### src/rtl/mem_port_arbiter_pkg.sv
// -----------------------------------------------------------------------------
// mem_port_arbiter_pkg
// Shared types and constants for the shared data-memory port arbiter:
//   NUM_HART     number of requesting harts
//   HART_W       hart-index width (derived from NUM_HART)
//   data_t       32-bit address/data word, NULL is its all-zero value
//   arb_state_t  arbiter FSM states
//   idx_to_oh()  hart index -> one-hot hart vector
// -----------------------------------------------------------------------------
package mem_port_arbiter_pkg;

    localparam int NUM_HART = 2;
    localparam int HART_W   = (NUM_HART > 1) ? $clog2(NUM_HART) : 1;

    typedef logic [31:0]         data_t;
    typedef logic [HART_W-1:0]   hart_idx_t;
    typedef logic [NUM_HART-1:0] hart_vec_t;

    localparam data_t NULL = '0;

    typedef enum logic [1:0] {
        ARB_IDLE,
        ARB_ISSUE,
        ARB_RESP
    } arb_state_t;

    function automatic hart_vec_t idx_to_oh(hart_idx_t idx);
        hart_vec_t oh;
        oh      = '0;
        oh[idx] = 1'b1;
        return oh;
    endfunction

endpackage

### src/rtl/mem_port_arbiter_if.sv
// -----------------------------------------------------------------------------
// mem_port_arbiter_if
// Bundles the per-hart MEM-stage handshake, the shared memory port and the
// store-snoop broadcast.
//   master : the arbiter (takes hart requests and memory completions, drives
//            grants/completions, the memory request and the snoop)
//   slave  : the environment (harts + memory), the mirror image
// -----------------------------------------------------------------------------
interface mem_port_arbiter_if;
    import mem_port_arbiter_pkg::*;

    // hart side
    hart_vec_t                hart_req;
    hart_vec_t                hart_wr;
    data_t [NUM_HART-1:0]     hart_addr;
    data_t [NUM_HART-1:0]     hart_wdata;
    hart_vec_t                hart_gnt;
    hart_vec_t                hart_done;
    data_t                    hart_rdata;

    // memory side
    logic                     mem_req;
    logic                     mem_wr;
    data_t                    mem_addr;
    data_t                    mem_wdata;
    logic                     mem_ack;
    data_t                    mem_rdata;

    // store snoop broadcast
    logic                     snoop_valid;
    data_t                    snoop_addr;
    hart_idx_t                snoop_src;

    modport master (
        input  hart_req, hart_wr, hart_addr, hart_wdata, mem_ack, mem_rdata,
        output hart_gnt, hart_done, hart_rdata,
               mem_req, mem_wr, mem_addr, mem_wdata,
               snoop_valid, snoop_addr, snoop_src
    );

    modport slave (
        output hart_req, hart_wr, hart_addr, hart_wdata, mem_ack, mem_rdata,
        input  hart_gnt, hart_done, hart_rdata,
               mem_req, mem_wr, mem_addr, mem_wdata,
               snoop_valid, snoop_addr, snoop_src
    );

endinterface

### src/rtl/mem_port_arbiter_rr_arbiter.sv
// -----------------------------------------------------------------------------
// rr_arbiter
// Purely combinational round-robin pick. The search starts one past
// last_winner and wraps modulo N; the first requester found wins.
// Ports:
//   req          in   N       request vector
//   last_winner  in   IDX_W   index of the previous winner
//   grant_oh     out  N       one-hot winner (all zero when no request)
//   grant_idx    out  IDX_W   winner index (0 when no request)
// -----------------------------------------------------------------------------
module rr_arbiter #(
    parameter  int N     = 2,
    localparam int IDX_W = (N > 1) ? $clog2(N) : 1
) (
    input  logic [N-1:0]     req,
    input  logic [IDX_W-1:0] last_winner,
    output logic [N-1:0]     grant_oh,
    output logic [IDX_W-1:0] grant_idx
);

    logic [IDX_W-1:0] cand;

    function automatic logic [IDX_W-1:0] wrap_idx(int unsigned base, int unsigned off);
        int unsigned sum;
        sum = (base + off) % N;
        return sum[IDX_W-1:0];
    endfunction

    // Walk the candidates from farthest to nearest so the nearest requester
    // is the last one written and therefore the one that sticks.
    always_comb begin
        grant_oh  = '0;
        grant_idx = '0;
        cand      = '0;
        for (int unsigned i = N; i >= 1; i--) begin
            cand = wrap_idx(32'(last_winner), i);
            if (req[cand]) begin
                grant_oh       = '0;
                grant_oh[cand] = 1'b1;
                grant_idx      = cand;
            end
        end
    end

endmodule

### src/rtl/mem_port_arbiter.sv
// -----------------------------------------------------------------------------
// mem_port_arbiter
// Round-robin arbiter that serialises the harts' loads/stores (LR/SC included)
// onto one shared data-memory port, and broadcasts each committed store as a
// one-cycle snoop so the other harts can drop matching reservations.
// Ports:
//   clk    in   system clock
//   rst_n  in   synchronous active-low reset
//   bus    mem_port_arbiter_if.master
//          hart_req/wr/addr/wdata -> hart_gnt/done/rdata (one-hot pulses)
//          mem_req/wr/addr/wdata  <- mem_ack/mem_rdata
//          snoop_valid/addr/src   store commit broadcast
// Flow: IDLE -> ISSUE (until mem_ack) -> RESP (one cycle) -> IDLE.
// -----------------------------------------------------------------------------
module mem_port_arbiter
    import mem_port_arbiter_pkg::*;
(
    input  logic                   clk,
    input  logic                   rst_n,
    mem_port_arbiter_if.master     bus
);

    arb_state_t state_q,       state_d;
    hart_idx_t  last_winner_q, last_winner_d;
    hart_idx_t  win_q,         win_d;
    logic       wr_q,          wr_d;
    data_t      addr_q,        addr_d;
    data_t      wdata_q,       wdata_d;
    data_t      rdata_q,       rdata_d;
    logic       gnt_pend_q,    gnt_pend_d;   // high only in the first ISSUE cycle

    hart_vec_t  pick_oh;
    hart_idx_t  pick_idx;

    rr_arbiter #(.N(NUM_HART)) u_rr (
        .req         (bus.hart_req),
        .last_winner (last_winner_q),
        .grant_oh    (pick_oh),
        .grant_idx   (pick_idx)
    );

    // NOTE: every signal gets its default before the case so no path leaves
    // one unassigned, which would otherwise infer a latch.
    always_comb begin
        state_d       = state_q;
        last_winner_d = last_winner_q;
        win_d         = win_q;
        wr_d          = wr_q;
        addr_d        = addr_q;
        wdata_d       = wdata_q;
        rdata_d       = rdata_q;
        gnt_pend_d    = 1'b0;

        case (state_q)
            ARB_IDLE: begin
                // Only the winner's request fields are captured.
                if (|pick_oh) begin
                    win_d         = pick_idx;
                    last_winner_d = pick_idx;
                    wr_d          = bus.hart_wr[pick_idx];
                    addr_d        = bus.hart_addr[pick_idx];
                    wdata_d       = bus.hart_wdata[pick_idx];
                    gnt_pend_d    = 1'b1;
                    state_d       = ARB_ISSUE;
                end
            end
            ARB_ISSUE: begin
                if (bus.mem_ack) begin
                    // Stores return NULL so stale read data never leaks out.
                    rdata_d = wr_q ? NULL : bus.mem_rdata;
                    state_d = ARB_RESP;
                end
            end
            ARB_RESP: begin
                state_d = ARB_IDLE;
            end
            default: begin
                state_d = ARB_IDLE;
            end
        endcase
    end

    // NOTE: state uses non-blocking assignments so all flops update together
    // from pre-edge values.
    always_ff @(posedge clk) begin
        if (!rst_n) begin
            state_q       <= ARB_IDLE;
            last_winner_q <= hart_idx_t'(NUM_HART - 1);
            // NOTE: the datapath registers are reset too, so an aborted
            // transaction leaves nothing behind that a later RESP could expose.
            win_q         <= '0;
            wr_q          <= 1'b0;
            addr_q        <= NULL;
            wdata_q       <= NULL;
            rdata_q       <= NULL;
            gnt_pend_q    <= 1'b0;
        end else begin
            state_q       <= state_d;
            last_winner_q <= last_winner_d;
            win_q         <= win_d;
            wr_q          <= wr_d;
            addr_q        <= addr_d;
            wdata_q       <= wdata_d;
            rdata_q       <= rdata_d;
            gnt_pend_q    <= gnt_pend_d;
        end
    end

    // Outputs are register values qualified by the registered state, so they
    // are glitch-free, held through memory wait states and zero elsewhere.
    logic in_issue;
    logic in_resp;
    logic snoop_hit;

    assign in_issue  = (state_q == ARB_ISSUE);
    assign in_resp   = (state_q == ARB_RESP);
    assign snoop_hit = in_resp & wr_q;

    assign bus.hart_gnt    = gnt_pend_q ? idx_to_oh(win_q) : '0;
    assign bus.hart_done   = in_resp    ? idx_to_oh(win_q) : '0;
    assign bus.hart_rdata  = in_resp    ? rdata_q : NULL;

    assign bus.mem_req     = in_issue;
    assign bus.mem_wr      = in_issue & wr_q;
    assign bus.mem_addr    = in_issue ? addr_q  : NULL;
    assign bus.mem_wdata   = in_issue ? wdata_q : NULL;

    assign bus.snoop_valid = snoop_hit;
    assign bus.snoop_addr  = snoop_hit ? addr_q : NULL;
    assign bus.snoop_src   = snoop_hit ? win_q  : '0;

endmodule

### src/flat_wrapper.sv
// flat-port wrapper written by rule: the top's interface ports become plain ports
module mem_port_arbiter_flat import mem_port_arbiter_pkg::*;
  (clk, rst_n, bus_hart_req, bus_hart_wr, bus_hart_addr, bus_hart_wdata, bus_mem_ack, bus_mem_rdata, bus_hart_gnt, bus_hart_done, bus_hart_rdata, bus_mem_req, bus_mem_wr, bus_mem_addr, bus_mem_wdata, bus_snoop_valid, bus_snoop_addr, bus_snoop_src);
  mem_port_arbiter_if bus_i ();
  input  logic clk;
  input  logic rst_n;
  input wire logic [$bits(bus_i.hart_req)-1:0] bus_hart_req;
  input wire logic [$bits(bus_i.hart_wr)-1:0] bus_hart_wr;
  input wire logic [$bits(bus_i.hart_addr)-1:0] bus_hart_addr;
  input wire logic [$bits(bus_i.hart_wdata)-1:0] bus_hart_wdata;
  input wire logic [$bits(bus_i.mem_ack)-1:0] bus_mem_ack;
  input wire logic [$bits(bus_i.mem_rdata)-1:0] bus_mem_rdata;
  output wire logic [$bits(bus_i.hart_gnt)-1:0] bus_hart_gnt;
  output wire logic [$bits(bus_i.hart_done)-1:0] bus_hart_done;
  output wire logic [$bits(bus_i.hart_rdata)-1:0] bus_hart_rdata;
  output wire logic [$bits(bus_i.mem_req)-1:0] bus_mem_req;
  output wire logic [$bits(bus_i.mem_wr)-1:0] bus_mem_wr;
  output wire logic [$bits(bus_i.mem_addr)-1:0] bus_mem_addr;
  output wire logic [$bits(bus_i.mem_wdata)-1:0] bus_mem_wdata;
  output wire logic [$bits(bus_i.snoop_valid)-1:0] bus_snoop_valid;
  output wire logic [$bits(bus_i.snoop_addr)-1:0] bus_snoop_addr;
  output wire logic [$bits(bus_i.snoop_src)-1:0] bus_snoop_src;
  assign bus_i.hart_req = bus_hart_req;
  assign bus_i.hart_wr = bus_hart_wr;
  assign bus_i.hart_addr = bus_hart_addr;
  assign bus_i.hart_wdata = bus_hart_wdata;
  assign bus_i.mem_ack = bus_mem_ack;
  assign bus_i.mem_rdata = bus_mem_rdata;
  assign bus_hart_gnt = bus_i.hart_gnt;
  assign bus_hart_done = bus_i.hart_done;
  assign bus_hart_rdata = bus_i.hart_rdata;
  assign bus_mem_req = bus_i.mem_req;
  assign bus_mem_wr = bus_i.mem_wr;
  assign bus_mem_addr = bus_i.mem_addr;
  assign bus_mem_wdata = bus_i.mem_wdata;
  assign bus_snoop_valid = bus_i.snoop_valid;
  assign bus_snoop_addr = bus_i.snoop_addr;
  assign bus_snoop_src = bus_i.snoop_src;
  mem_port_arbiter u_core (.clk(clk), .rst_n(rst_n), .bus(bus_i));
endmodule
### config.mk
export PLATFORM = sky130hd
export DESIGN_NAME = mem_port_arbiter_flat
export DESIGN_NICKNAME = d
export VERILOG_FILES = /design/src/rtl/mem_port_arbiter_pkg.sv /design/src/rtl/mem_port_arbiter_if.sv /design/src/rtl/mem_port_arbiter_rr_arbiter.sv /design/src/rtl/mem_port_arbiter.sv /design/src/flat_wrapper.sv
export SDC_FILE = /design/constraint.sdc
export NUM_CORES = 1
export LEC_CHECK = 0
export ABC_CLOCK_PERIOD_IN_PS = 1990
export CORE_ASPECT_RATIO = 1.5
export CORE_MARGIN = 2
export CORE_UTILIZATION = 35
export CTS_CLUSTER_DIAMETER = 150
export DETAILED_ROUTE_END_ITERATION = 8
export PLACE_DENSITY = 0.79
export SYNTH_ARGS = -nofsm -noshare
export SYNTH_HDL_FRONTEND = slang
export SYNTH_HIERARCHICAL = 1
export SYNTH_SLANG_ARGS = --single-unit
### constraint.sdc
create_clock -name clk -period 1.99 [get_ports clk]
set_clock_uncertainty 0.2 [all_clocks]
set_input_delay 0.199 -clock clk [delete_from_list [all_inputs] [get_ports clk]]
set_output_delay 0.199 -clock clk [all_outputs]
set_load 0.03 [all_outputs]
==> results of run 1 <==
## stage by stage
| step | area [um2] | hold slack, ps | utilization |
|---|---|---|---|
| 3_3_place_gp | 8640 | 233 | 0.553 |
| 3_5_place_dp | 8640 | 239 | 0.553 |
| 5_1_grt | 9030 | 236 | 0.578 |
| 6_report | 9030 | 241 | 0.578 |
| 4_1_cts | 8940 | 229 | 0.572 |
| 2_1_floorplan | 5590 | 70.8 | - |
## registers in the layout, summed over array words and instances (netlist names)
name                  count
u_core/gnt_pend_q         1
u_core/wdata_q           32
u_core/win_q              1
u_core/addr_q            32
u_core/last_winner_q      1
u_core/wr_q               1
u_core/state_q            2
u_core/rdata_q           32
## layout by cell type, fill, tap and decap left out, drive strengths merged
cell	Yosys	final
bufinv	0	1
dlygate4sd2	0	1
a21boi	2	2
clkbuf	33	12
a21oi	98	98
nor2	4	4
a211oi	65	65
mux2i	65	65
nor3	1	1
or2	2	2
and2b	1	1
nand3b	33	33
nor2b	4	4
and3	33	33
clkinv	0	2
clkdlybuf4s50	0	166
and2	100	100
nand2	32	32
dlymetal6s2s	0	1
inv	2	3
buf	35	165
o21ai	2	2
o21a	1	1
and3b	1	1
dfxtp	102	102
nand3	2	2
## worst max-delay path: cells and delay by family, from the launching register on
family | cells | cell delay, ps
AND/OR/NAND/NOR | 2 | 490
flip-flops | 1 | 350
buffers and inverters | 2 | 350
## path summary, 6_finish.rpt
| check | start | to | slack [ps] | cells past startpoint |
|---|---|---|---|---|
| setup reg to reg | u_core/last_winner_q | u_core/wdata_q[24] | 270 | 6 |
| hold reg to reg | u_core/rdata_q[1] | u_core/rdata_q[1] | 250 | 2 |
| setup / recovery | u_core/state_q[0] | bus_snoop_addr[22] | 50 | 4 |
| hold / removal | bus_mem_rdata[25] | u_core/rdata_q[25] | 240 | 3 |
## power by group through the flow
stage,registers [uW],clock network (uW),logic [uW]
after global placement,2450,0,1910
final,2420,1790,1930
after CTS,2410,1850,1940
after floorplan,2400,0,1150
after detailed placement,2460,0,1930
after global routing,2440,1920,2070
## layout make-up
cell class | count | area [um2]
flip-flops and latches | 102 | 2050
inverters | 2 | 10.0
repair buffers | 334 | 3190
clock buffers | 11 | 243
fillers | 1426 | 6600
multi-input cells | 446 | 3220
well taps | 203 | 254
clock inverters | 4 | 56.3
## kinds of logic after synthesis
logic type / after synthesis / synth area share
simple gates: 213 / 0.231
compound gates: 168 / 0.223
flops: 102 / 0.365
buf+inv: 70 / 0.0640
mux: 65 / 0.116
## timing repair
action                     CTS  global route
cloned                       0             1
setup endpoints to repair   70            62
gates resized for setup      5            18
## metal layers
metal  vias to the layer above  wire, um  GRT usage
met2                       211      9990      0.371
met1                      2561      7510      0.262
met3                        24      1180     0.0443
li1                       2728         -          -
met5                         -         0          0
met4                         0       441     0.0649
==> metrics.md, run 1 <==
| Metric | Value |
|---|---|
| Ant. Diodes | `0` |
| Seq cells post-synth | `around 100` |
| Hold-fix buffers, CTS | `0` |
| Comb power frac | `0.314` |
| H-tree depth | `3` |
| HP Class | `input pin to flip-flop` |
| Crit-path cells | `and2b_4 -> buf_12 -> and3_1 -> buf_4` |
| Drt pass-1 iters | `5` |
| Post-synth EDFFs | `0` |
| Static leakage | `0.00378 uW` |
| All-Layer GR Usage | `0.214` |
| Dpl cells | `1,086` |
| # DRC | `0` |
| Core Area | `0.0156 mm2` |
| Initial antenna violation count | `0` |
| Critical path's slowest cell | `dfxtp_2` |
| Switching share of total power | `0.311` |
| Largest cells by area after synthesis | `dfxtp_1 (37%), mux2i_1 (12%), and2_1 (11%)` |
| Cts bufs inserted | `9` |
| Worst Tran Pin Value | `347 ps` |
| Mean area per synthesized cell | `9.05 um2` |
| Top Ports | `303` |
| Synth top cells by count | `dfxtp_1 (102), and2_1 (100), a21oi_1 (88)` |
| Yosys cell types | `29` |
| Starting Density | `0.358` |
| Switching power | `1910 uW` |
| CTS max path bufs | `2` |
| Status | `complete, no violations` |
| Syn Std Cell Area | `0.00559 mm2` |
| CTS tree | `yes` |
| Die X | `107 um` |
| Maxcap violations | `0` |
| First-pass GRT wire length | `29,200 um` |
| Final antenna-violating net count | `0` |
| Int Pwr | `around 4200 uW` |
| Largest net degree at the start of global routing | `63` |
| Sequential-to-total area share from yosys stat | `0.365` |
| Wire length per cell | `around 17 um` |
| Ys flop type | `dfxtp_1` |
| Top-count cell post-synth | `dfxtp_1` |
| Setup Buffers After CTS | `0` |
| Die height | `159 um` |
| Non-filler instance count after layout | `1,102` |
| Final Hold Vio Count | `0` |
| DIE AREA | `0.0170 mm2` |
| Via count of the first global-routing pass | `5,420` |
| Fmax | `516 MHz` |
| GP Congestion | `0.822` |
| Synth warnings | `6` |
| Final WL | `19,100 um` |
| Worst slack, placed | `-88.1 ps` |
| CP Max Fanout | `31` |
| Worst stage delay on the critical path | `350 ps` |
| Final #Nets | `1,062` |
| Global route overflow | `0` |
| Clock latency on the worst-skew pair | `between 300 and 400 ps` |
| PortBufs | `around 300` |
| Sequential share of power | `0.394` |
| Unrepaired setup endpoints after global routing | `yes` |
| Asr flop ratio synth | `0` |
| Clock Sinks | `102` |
| Slew HR | `0.768` |
| Final min period | `1940 ps` |
| Initial drt markers | `274` |
| CTS Root Cell | `clkbuf_16` |
| Crit path DAT | `~1500 ps` |
| Post-detail-place hpwl | `13,800 um` |
| Area leader, netlist | `dfxtp_1` |
| Share of cells above drive strength 1 | `0.269` |
| Clock power frac | `0.292` |
| Period Utilization, post-route | `0.974` |
| # setup viols final | `0` |
| PwrDens | `679 mW/mm2` |
| FP Rows | `56` |
| Via count | `5,524` |
| Share of the synthesized area in the top cell type | `0.365` |
| Final WS setup | `52.3 ps` |
| Routed vias/inst | `~5.0` |
| Crit end category | `output pin` |
| Setup TNS Final | `0 ps` |
| Critical path startpoint category | `flip-flop` |
| Area grow syn2layout | `61.5%` |
| Final Slew Violations | `0` |
| Cells after Synth | `618` |
| Net Count, Synth | `785` |
| Clock transition at the registers of the reported paths | `70 ps` |
| Setup CP Type | `flip-flop to output pin` |
| Max VDD drop | `roughly 0.47 mV` |
| CP Data Required Time | `1590 ps` |
| Pwr Total | `6140 uW` |
No activity file was read; power rests on OpenSTA's default activity.
==> inputs of run 2 (changes only) <==
--- a/config.mk
+++ b/config.mk
@@ -11,7 +11,8 @@
 export CORE_UTILIZATION = 35
 export CTS_CLUSTER_DIAMETER = 150
 export DETAILED_ROUTE_END_ITERATION = 8
-export PLACE_DENSITY = 0.79
+export DONT_BUFFER_PORTS = 1
+export PLACE_DENSITY = 0.55
 export SYNTH_ARGS = -nofsm -noshare
 export SYNTH_HDL_FRONTEND = slang
 export SYNTH_HIERARCHICAL = 1
==> run 2 against run 1 <==
  * The flow now finishes with violations (hold timing)
  * Fmax decreased by 2.1%
  * Sequential share of layout area decreased by 0.67 points
  * Register-to-register slack got worse by 80 ps
  * Wire length increased by 12%
  * Hold slack got worse by 270 ps
  * Clock-buffer cell count decreased by 2
  * Clock power about the same
  * Via count increased by 4.5%
  * Critical path depth increased by 1
  * Largest cell class unchanged
  * Highest routed layer unchanged
==> metrics.md, run 2 (synthesis results as in run 1) <==
| Metric | Value |
|---|---|
| H-tree depth | `3` |
| Met1 usage | `0.237` |
| Hold EP | `u_core/wdata_q[3]` |
| Leading cell type in the layout, fill and taps excluded | `dlygate4sd3_1` |
| Switching power | `2020 uW` |
| Worst Tran Pin Value | `583 ps` |
| Top Ports | `just over 300` |
| Final WL | `21,400 um` |
| CTS tree | `yes` |
| Clock latency on the worst-skew pair | `340 ps` |
| Crit path DAT | `approximately 1600 ps` |
| Flop2flop setup slack | `between 150 and 200 ps` |
| Die height | `159 um` |
| Cells on worst reg2reg path | `4` |
| Core Area | `0.0156 mm2` |
| Final min period | `1980 ps` |
| Die X | `about 110 um` |
| Routed vias/inst | `5.40` |
| Clock transition at the registers of the reported paths | `70 ps` |
| WHS Path Cells | `2` |
| Sequential share of power | `0.393` |
| PortBufs | `0` |
| Via count | `5,774` |
| Global route overflow | `0` |
| CTS Root Cell | `clkbuf_16` |
| Cts bufs inserted | `9` |
| Slew HR | `0.611` |
| Drt pass-1 iters | `4` |
| Placed cell area | `0.00674 mm2` |
| Clock power frac | `0.293` |
| Pwr Total | `6190 uW` |
| Fin Hold WS | `-24.8 ps` |
| Share of cells above drive strength 1 | `0.326` |
| Starting Density | `0.358` |
| M2 GR Usage | `0.413` |
| Worst r2r dst | `u_core/addr_q[14]` |
| Area grow syn2layout | `66.3%` |
| Switching share of total power | `0.327` |
| CP Data Required Time | `between 1500 and 2000 ps` |
| Final Hold Vio Count | `1` |
| Worst stage delay on the critical path | `approximately 360 ps` |
| Grt peak-use layer | `met2` |
| Crit end category | `output pin` |
| # DRC | `0` |
| FILL cells | `around 1,200` |
| Critical path startpoint category | `flip-flop` |
| Reg2Reg Launch Point | `u_core/last_winner_q` |
| Comb power frac | `0.314` |
| CTS max path bufs | `2` |
| Initial drt markers | `276` |
| Status | `finished with violations` |
| Hold Crit Start | `bus_hart_wdata[35]` |
| Crit-path cells | `and2b_4 -> buf_12 -> buf_6 -> and3_1 -> buf_4` |
| Maxcap violations | `0` |
| Final antenna-violating net count | `0` |
| GP Congestion | `0.739` |
| # setup viols final | `0` |
| CP Max Fanout | `6` |
| Failing checks | `hold timing` |
| Top flop regs | `u_core/addr_q: 32 flops, u_core/rdata_q: 32 flops, u_core/wdata_q: 32 flops` |
| Critical path's slowest cell | `dfxtp_4` |
| Cell family contributing the most delay on the critical path | `simple AND/OR/NAND/NOR gates` |
| Final Slew Violations | `0` |
| PwrDens | `665 mW/mm2` |
| Setup CP Type | `flip-flop to output pin` |
| Period Utilization, post-route | `0.994` |
| Largest net degree at the start of global routing | `63` |
| Post-route cell area | `0.00930 mm2` |
| DIE AREA | `0.0170 mm2` |
| Final #Nets | `about 1,000` |
| Unrepaired setup endpoints after global routing | `yes` |
| Post-detail-place hpwl | `11,900 um` |
| First-pass GRT wire length | `30,300 um` |
| All-Layer GR Usage | `0.221` |
| Max VDD drop | `between 0.4 and 0.5 mV` |
| Initial antenna violation count | `1` |
| Static leakage | `approximately 0.0037 uW` |
| Dpl cells | `876` |
| Non-filler instance count after layout | `1,070` |
| FP Rows | `56` |
| CP bufs+invs | `3` |
| Most frequent cells in the layout | `dlygate4sd3_1 (163), dfxtp_1 (100), a21oi_1 (88), mux2i_1 (65), buf_4 (54)` |
| Clock Sinks | `around 100` |
| Int Pwr | `between 4000 and 5000 uW` |
| HP Class | `input pin to flip-flop` |
| Fmax | `between 500 and 600 MHz` |
| Wire length per cell | `roughly 20 um` |
| Via count of the first global-routing pass | `a little under 6,000` |
| M3 GR Usage | `0.0484` |
==> run 2: cell count changes in the layout (fill, tap and decap cells not counted), sizes merged, moves of 2 or more <==
cell           delta
clkbuf            +2
buf              -33
inv               +3
dlygate4sd3     +163
clkdlybuf4s50   -166
==> run 2: through the flow <==
| step | setup TNS [ps] | worst slack, ps | hold slack (ps) | utilization |
|---|---|---|---|---|
| final | 0 | 11.3 | -24.8 | 0.595 |
| after global placement | 0 | 265 | 84.7 | 0.431 |
| after floorplan | 0 | 192 | 70.8 | - |
| after global routing | -1000 | -46.8 | 2.96 | 0.595 |
| after CTS | 0 | 0.169 | 19.2 | 0.560 |
| after detailed placement | 0 | 211 | 76.9 | 0.431 |
==> run 2: timing repair <==
action	4_1_cts	5_1_grt
setup buffers	1	5
hold buffers	162	1
gates cloned	1	7
endpoints found under the hold margin	100	1
gates resized for setup	34	91
endpoints found under the setup margin	110	85
==> run 2: layout make-up <==
type	instances	area, um2	area share
antenna	1	2.50	0.000269
clock buffer	9	225	0.0242
clock inverter	7	77.6	0.00834
tap	203	254	0.0273
timing repair buffer	300	3270	0.351
inverter	2	10.0	0.00108
multi-input combinational	446	3420	0.367
sequential	102	2050	0.220
==> run 2: metal layers <==
layer	vias up	wire length [um]
met2	280	11600
li1	2672	-
met1	2783	7800
met3	39	1470
met5	-	0
met4	0	592
==> run 2: power groups by stage <==
stage	sequential [uW]	clock, uW	combinational (uW)
5_1_grt	2450	1950	2070
6_report	2430	1810	1940
2_1_floorplan	2400	0	1150
3_3_place_gp	2450	0	1470
4_1_cts	2410	1870	1780
3_5_place_dp	2460	0	1500
==> run 2: how the worst max path moves through the flow <==
stage                          from                 end  slack, ps  depth (start not counted)
5_1_grt           u_core/state_q[0]  bus_snoop_addr[23]        -50                          5
3_3_place_gp      u_core/state_q[0]   bus_snoop_addr[4]        270                          4
6_report          u_core/state_q[0]  bus_snoop_addr[23]         10                          5
3_5_place_dp   u_core/last_winner_q   u_core/wdata_q[3]        210                          6
2_1_floorplan     u_core/state_q[0]   bus_mem_wdata[22]        190                          3
4_1_cts           u_core/state_q[1]    bus_mem_wdata[7]        0.2                          5
==> inputs of run 3 (changes only) <==
--- a/config.mk
+++ b/config.mk
@@ -5,7 +5,6 @@
 export SDC_FILE = /design/constraint.sdc
 export NUM_CORES = 1
 export LEC_CHECK = 0
-export ABC_CLOCK_PERIOD_IN_PS = 1990
 export CORE_ASPECT_RATIO = 1.5
 export CORE_MARGIN = 2
 export CORE_UTILIZATION = 35
==> results of run 3 <==
Final layout, timing and power as in run 2 (identical DEF).
